===== src/rtl/sync_token_branch_pkg.sv =====
// Shared packet definitions for the token branch and its merge-side counterpart.
// Field widths, FSM state encoding, packet struct and the local-route test.
package sync_token_branch_pkg;

    localparam int NODE_W = 16;
    localparam int GEN_W  = 12;
    localparam int OPR_W  = 32;
    localparam int WEN_W  = 2;
    localparam int CNT_W  = 16;

    typedef enum logic [1:0] {
        EMPTY = 2'd0,
        FC    = 2'd1,
        SW0   = 2'd2,
        SW1   = 2'd3
    } state_t;

    typedef struct packed {
        logic [NODE_W-1:0] node;
        logic [GEN_W-1:0]  gen;
        logic [OPR_W-1:0]  opr0;
        logic [OPR_W-1:0]  opr1;
        logic [WEN_W-1:0]  mem_wen;
    } pkt_t;

    // The upper byte of the node field names the destination node.
    function automatic logic is_local(input logic [NODE_W-1:0] node, input logic [7:0] id);
        return node[15:8] == id;
    endfunction

endpackage


===== src/rtl/sync_token_branch_sat_counter16.sv =====
// Purpose: 16-bit event counter that sticks at all-ones instead of wrapping.
// Latency: count visible the cycle after the enabling edge.
// Backpressure: none; counts every cycle en is high.
module sat_counter16 (
    input  logic        clk,
    input  logic        rst,
    input  logic        en,
    output logic [15:0] cnt
);

    always_ff @(posedge clk or posedge rst) begin
        if (rst) begin
            cnt <= 16'h0000;
        end else if (en && (cnt != 16'hFFFF)) begin
            cnt <= cnt + 16'h0001;
        end
    end

endmodule


===== src/rtl/sync_token_branch.sv =====
// Purpose: steer each packet to the local fire path (FC) or serialize it as two switch flits (SW).
// Latency: 1 cycle from input transfer to output valid; FC 1 pkt/cycle, SW 1 pkt/2 cycles.
// Backpressure: single holding register; ready_o only when empty or the held packet leaves this edge.
module sync_token_branch
    import sync_token_branch_pkg::*;
#(
    parameter logic [7:0] LOCAL_ID = 8'h00
) (
    input  logic              clk,
    input  logic              rst,

    input  logic [NODE_W-1:0] node_i_stb,
    input  logic [GEN_W-1:0]  gen_i_stb,
    input  logic [OPR_W-1:0]  opr0_i_stb,
    input  logic [OPR_W-1:0]  opr1_i_stb,
    input  logic [WEN_W-1:0]  mem_wen_i_stb,
    input  logic              valid_i_stb,
    output logic              ready_o_stb,

    output logic [NODE_W-1:0] node_fc_o_stb,
    output logic [GEN_W-1:0]  gen_fc_o_stb,
    output logic [OPR_W-1:0]  opr0_fc_o_stb,
    output logic [OPR_W-1:0]  opr1_fc_o_stb,
    output logic [WEN_W-1:0]  mem_wen_fc_o_stb,
    output logic              valid_fc_o_stb,
    input  logic              ready_fc_i_stb,

    output logic [NODE_W-1:0] node_sw_o_stb,
    output logic [GEN_W-1:0]  gen_sw_o_stb,
    output logic [WEN_W-1:0]  mem_wen_sw_o_stb,
    output logic [OPR_W-1:0]  opr_sw_o_stb,
    output logic              last_sw_o_stb,
    output logic              valid_sw_o_stb,
    input  logic              ready_sw_i_stb,

    output logic [CNT_W-1:0]  cnt_fc_o_stb,
    output logic [CNT_W-1:0]  cnt_sw_o_stb
);

    state_t state_q, state_d, route_st;
    pkt_t   pkt_q;
    logic   in_xfer;
    logic   fc_done;
    logic   sw_done;

    always_comb begin
        route_st = is_local(node_i_stb, LOCAL_ID) ? FC : SW0;
        fc_done  = (state_q == FC)  && ready_fc_i_stb;
        sw_done  = (state_q == SW1) && ready_sw_i_stb;
        // No path from valid_i here: ready depends only on state and downstream ready.
        ready_o_stb = (state_q == EMPTY) || fc_done || sw_done;
        in_xfer     = valid_i_stb && ready_o_stb;
    end

    always_comb begin
        state_d = state_q;
        unique case (state_q)
            EMPTY: if (in_xfer) state_d = route_st;
            FC:    if (ready_fc_i_stb) state_d = in_xfer ? route_st : EMPTY;
            SW0:   if (ready_sw_i_stb) state_d = SW1;
            SW1:   if (ready_sw_i_stb) state_d = in_xfer ? route_st : EMPTY;
            default: state_d = EMPTY;
        endcase
    end

    always_ff @(posedge clk or posedge rst) begin
        if (rst) begin
            state_q <= EMPTY;
            pkt_q   <= '0;
        end else begin
            state_q <= state_d;
            if (in_xfer) begin
                pkt_q <= '{node: node_i_stb, gen: gen_i_stb, opr0: opr0_i_stb,
                           opr1: opr1_i_stb, mem_wen: mem_wen_i_stb};
            end
        end
    end

    // Outputs of the path not currently holding the packet are forced to zero.
    always_comb begin
        node_fc_o_stb    = '0;
        gen_fc_o_stb     = '0;
        opr0_fc_o_stb    = '0;
        opr1_fc_o_stb    = '0;
        mem_wen_fc_o_stb = '0;
        valid_fc_o_stb   = 1'b0;
        node_sw_o_stb    = '0;
        gen_sw_o_stb     = '0;
        mem_wen_sw_o_stb = '0;
        opr_sw_o_stb     = '0;
        last_sw_o_stb    = 1'b0;
        valid_sw_o_stb   = 1'b0;
        unique case (state_q)
            FC: begin
                node_fc_o_stb    = pkt_q.node;
                gen_fc_o_stb     = pkt_q.gen;
                opr0_fc_o_stb    = pkt_q.opr0;
                opr1_fc_o_stb    = pkt_q.opr1;
                mem_wen_fc_o_stb = pkt_q.mem_wen;
                valid_fc_o_stb   = 1'b1;
            end
            SW0, SW1: begin
                node_sw_o_stb    = pkt_q.node;
                gen_sw_o_stb     = pkt_q.gen;
                mem_wen_sw_o_stb = pkt_q.mem_wen;
                opr_sw_o_stb     = (state_q == SW1) ? pkt_q.opr1 : pkt_q.opr0;
                last_sw_o_stb    = (state_q == SW1);
                valid_sw_o_stb   = 1'b1;
            end
            default: ;
        endcase
    end

    sat_counter16 u_cnt_fc (
        .clk (clk),
        .rst (rst),
        .en  (fc_done),
        .cnt (cnt_fc_o_stb)
    );

    sat_counter16 u_cnt_sw (
        .clk (clk),
        .rst (rst),
        .en  (sw_done),
        .cnt (cnt_sw_o_stb)
    );

endmodule


===== config.mk =====
export PLATFORM = sky130hd
export DESIGN_NAME = sync_token_branch
export DESIGN_NICKNAME = d
export VERILOG_FILES = /design/src/rtl/sync_token_branch_pkg.sv /design/src/rtl/sync_token_branch_sat_counter16.sv /design/src/rtl/sync_token_branch.sv
export SDC_FILE = /design/constraint.sdc
export NUM_CORES = 1
export LEC_CHECK = 0
export ABC_AREA = 0
export BUFFER_PORTS_ARGS = -buffer_cell sky130_fd_sc_hd__buf_2
export CORE_ASPECT_RATIO = 0.8
export CORE_MARGIN = 8
export CORE_UTILIZATION = 44
export CTS_CLUSTER_SIZE = 12
export DETAILED_ROUTE_END_ITERATION = 6
export GPL_TIMING_DRIVEN = 0
export HOLD_SLACK_MARGIN = 0.03
export PLACE_DENSITY = 0.82
export SYNTH_ARGS = -nofsm -noshare
export SYNTH_HDL_FRONTEND = slang
export SYNTH_HIERARCHICAL = 1
export SYNTH_SLANG_ARGS = --single-unit
export TNS_END_PERCENT = 1

===== constraint.sdc =====
create_clock -name clk -period 3.4 [get_ports clk]
set_clock_uncertainty 0.15 [all_clocks]
set_input_delay 1.02 -clock clk [delete_from_list [all_inputs] [get_ports clk]]
set_output_delay 1.02 -clock clk [all_outputs]
set_load 0.02 [all_outputs]

# Word-level counts from Yosys, hierarchy flattened
# Index checks and enable logic that the tools add are counted.
# word_totals
output_inout_bits	192
in_bits	99
word_cells	50
register_bits	128
# op_classes
n_reduce_logical	11
addsub	2
mux	20
eq_ne	9
# op_table
operator	count
$mux 32	4
$add 16x1->16 const B	2
$mux 16	2
$ne 16x16->1 const B	2
$mux 12	2
$mux 2	8
$logic_not 8->1	1
$ne 2x2->1 const B	4
$pmux 2 s4	1
$logic_and 1x1->1	5
$eq 2x2->1 const B	2
$reduce_and 4->1	1
$mux 1	3
$eq 2x1->1 const B	1
$logic_not 2->1	1
$logic_or 1x1->1	2
$reduce_or 2->1	1

# Logic depth before layout (Yosys ltp)
# logic_depth
word_depth	8
ltp_mapped	8
depth_no_buf	6

# Hierarchy
# The synthesis kept the hierarchy.
# by_module_without_submodules
module	instances	seq_area_each_um2	area_per_inst_um2	cells_each
sync_token_branch	1	2402.3	5241.3	430
sat_counter16	2	400.4	805.8	71

# Worst setup path after synthesis
# No wires, ideal clock.
# synth_timing
kind	input -> output
from	input ready_sw_i_stb
to	output ready_o_stb
required_ps	2230
path_buffers	0
setup_slack_ps	742
cell_stages	2
arrival_time_ps	1488
cell_sequence	and3_1 -> a21o_2
# synth_via
elab_chain_cells	2
# synth_rtl
element	line_no	rtl
start: declaration	sync_token_branch.sv:34	input logic ready_sw_i_stb,
$logic_and 1x1->1	sync_token_branch.sv:49	sw_done = (state_q == SW1) && ready_sw_i_stb;
$logic_or 1x1->1	sync_token_branch.sv:51	ready_o_stb = (state_q == EMPTY) || fc_done || sw_done;
end: declaration	sync_token_branch.sv:18	output logic ready_o_stb,
# No other way between the ends.

==> reports/metrics.csv <==
metric,value,unit
status,"finished, final reports clean",
ratio of cells with drive above 1 in the final layout,0.5101,
met3 usage,0.08120,
Final Non-Filler Cells,1105,
CTS Sinks,128,
htree depth,4,
gpl congestion,0.7867,
CTS buffer count,17,
DR DRC count,0,
1st-pass router iterations,4,
largest family of logic cells by synthesized area,multiplexers,
met2 Usage GRT,0.3541,
global-route wire length before repair,32680,um
synthesized flop and latch total,128,
Root Driver,clkbuf_16,
Post-Synth XOR/XNOR Area,0.02812,
sequential share of the synthesized area,0.4674,
global-route track usage on met1,0.2508,
syn avg cell area,11.98,um^2
antenna violations before repair,2,
post-synthesis mux area share,0.2465,
Critical Path Fanout Max,10,
final WL,20830,um
Post-synth top flop,dfrtp_1,
CP Data Arrival Time,2.06,ns
number of fillers in the final layout,1263,
Die W,155.5,um
Mapped Area,6853,um^2
fraction of the mapped netlist area in compound gates,0.01114,
Max Slew Vio Count,0,
post-CTS setup buffer count,0,
fin crit share,0.9502,
Final Hold Slack,0.3590,ns
final worst path period need,3.231,ns
CTS Buffer Depth,2,
via count,5432,
RSZ-0062 raised after global routing,no,
Initial Utilization,0.4534,
Die Area,19850,um^2
leakage,5.007,nW
# setup viols final,0,
Final Hold Viols,0,
hpwl dp,16150,um
vias per cell,4.916,
routed wire length per instance,18.85,um
Core Area,15110,um^2
Placed Area,8611,um^2
die span in y,127.6,um
PwrDens,993.3,nW/um^2
max cap viols,0,
"Reg clk slew, reported paths",0.05,ns
fin area,9224,um^2
HP Class,reg2reg,
Relative slew margins,0.4113,
P&R area growth vs syn,34.60,%
Critical Path Sink Type,output port,
port bufs,290,
vias in the first global route,5738,
Max IR drop VDD,0.6581,mV
worst-margin pin slew,0.8812,ns
grt ovf,0,
ys async rst share,1.000,
Skew-Pair Late Insertion Delay,0.40,ns
"EDFF count, synth",0,
Synth Area in Adders,0.003652,
CP Launch Type,flip-flop,
drt first-iter violations,203,
GRT Resource Usage Total,0.2108,
Max Fclk,309.5,MHz
# IOs,291,
Setup CP Type,reg2out,
Synth cell types,34,
GRT busiest layer,met2,
largest net degree at the start of global routing,38,
Fin Setup TNS,0,ns
Placed Cells,1074,
Synth Net Count,673,
ANT nets after route,0,
CTS tree,done,
Ys Warns,6,
num rows,40,
Synth Instances,572,
Final #Nets,984,
CP required,2.23,ns
Synth Area in Simple Gates,0.2102,
[power by group]
group / internal, mW / leakage, nW / switching [mW]
clock: 1.21 / 0.285 / 0.652
combinational: 2.07 / 3.16 / 2.50
sequential: 2.17 / 1.57 / 0.558
total: 5.45 / 5.01 / 3.71
[per-layer routing]
layer / part of all wire / up-vias
li1: - / 2575
met1: 0.41 / 2648
met2: 0.49 / 190
met3: 0.085 / 17
met4: 0.010 / 2
met5: 0.00048 / -
[per-stage QoR]
step / setup WS, ns / util / total power [mW]
2_1_floorplan: 0.7416 / - / 5.798
3_3_place_gp: 0.09224 / 0.5671 / 7.204
3_5_place_dp: 0.08463 / 0.5697 / 7.336
4_1_cts: 0.02545 / 0.6099 / 9.252
5_1_grt: 0.05566 / 0.6103 / 9.678
6_report: 0.1693 / 0.6103 / 9.162
[state kept, by name (all words and copies together) (netlist names), named ones only]
name / flops
pkt_q: 94
u_cnt_fc/cnt: 16
state_q: 1
u_cnt_sw/cnt: 16
[path summary, 6_finish.rpt]
| kind | startpoint | slack [ns] | cells after the start | endpoint |
|---|---|---|---|---|
| setup reg to reg | flip-flop | 0.80 | 8 | u_cnt_fc/cnt[14]$_DFFE_PP0P_ |
| hold reg to reg | u_cnt_fc/cnt[15]$_DFFE_PP0P_ | 0.36 | 1 | u_cnt_fc/cnt[15]$_DFFE_PP0P_ |
| hold / removal | u_cnt_fc/cnt[15]$_DFFE_PP0P_ | 0.36 | 1 | u_cnt_fc/cnt[15]$_DFFE_PP0P_ |
| min in group asynchronous | rst | 0.57 | 2 | u_cnt_sw/cnt[1]$_DFFE_PP0P_ |
| max in group asynchronous | rst | 1.57 | 4 | pkt_q[3]$_DFFE_PP0N_ |
| setup / recovery | flip-flop | 0.17 | 5 | opr1_fc_o_stb[2] |
[logic make-up after synthesis]
group | after synthesis
AO/OA/AOI/OAI | 12
XOR/XNOR | 22
adder cells (fa/ha/maj) | 2
buffers and inverters | 36
flip-flops | 128
multiplexers | 134
AND/OR/NAND/NOR | 238
[worst max-delay path: stages (launching register included)]
cell and delay, ns:
dfrtp_1 0.41, buf_6 0.15, and2b_2 0.30, clkbuf_1 0.41, and2_1 0.22, buf_2 0.17
[placed cells by master (no fill, tap or decap), types with 2 or more instances in the layout]
cell type   netlist  layout
nor4_1            2       2
buf_6             2       2
mux2i_1          36      36
buf_8             6       6
nand3_1          14      14
inv_1             3       2
ha_1              2       2
dfrtp_1         128     128
and3_2            2       2
nand2_2           3       3
bufinv_16         0       4
nand2b_1          3       3
nor4_4            2       2
buf_12            0       2
clkinv_2          0       3
clkbuf_2          0       5
nor2_1           38      38
and4_2            2       2
mux2_4           60      60
nand2_1          14      14
xnor2_1          22      22
nand4_2           2       2
clkbuf_1         16      13
clkbuf_16         0      17
nand4_4           2       2
o21a_1            2       2
a22o_1            2       2
clkinvlp_4        0       4
a21oi_1           5       5
and2_1          128     128
buf_2             7     297
and4_1            6       6
and3_1            9       9
o21ai_0           2       2
mux2_2           38      38
nand4_1          10      10
[cells in the mapped netlist (2+ instances only)]
master / number / area [um^2]
and2_1: 128 / 800.8
nand3_1: 14 / 70.07
inv_1: 3 / 11.26
nand2_2: 3 / 18.77
buf_2: 7 / 35.03
o21ai_0: 2 / 10.01
a21oi_1: 5 / 25.02
nand4_1: 10 / 62.56
mux2_4: 60 / 900.9
ha_1: 2 / 25.02
mux2_2: 38 / 427.9
nand2b_1: 3 / 18.77
clkbuf_1: 16 / 60.06
and4_2: 2 / 20.02
nand4_4: 2 / 42.54
nand4_2: 2 / 25.02
o21a_1: 2 / 15.01
a22o_1: 2 / 17.52
and3_2: 2 / 15.01
dfrtp_1: 128 / 3203
nand2_1: 14 / 52.55
xnor2_1: 22 / 192.7
nor4_1: 2 / 12.51
mux2i_1: 36 / 360.4
buf_8: 6 / 90.09
nor4_4: 2 / 42.54
and3_1: 9 / 56.30
buf_6: 2 / 22.52
and4_1: 6 / 52.55
nor2_1: 38 / 142.6
[timing repair]
action / CTS / global route
setup endpoints to repair: 40 / 30
hold buffers: 0 / 0
pin swaps: 0 / 0
gates resized for setup: 6 / 3
[area by class of cell]
| cell class | count | area, um^2 | area share |
|---|---|---|---|
| clock buffer | 19 | 432.9 | 0.04693 |
| multi-input combinational | 408 | 3425 | 0.3713 |
| tap | 210 | 262.8 | 0.02849 |
| sequential | 128 | 3203 | 0.3473 |
| clock inverter | 11 | 166.4 | 0.01804 |
| inverter | 4 | 18.77 | 0.002035 |
| buffer | 32 | 221.5 | 0.02401 |
| antenna | 1 | 2.502 | 0.0002713 |
| timing repair buffer | 292 | 1491 | 0.1617 |
Note: power is estimated with default switching activity, not from simulation.
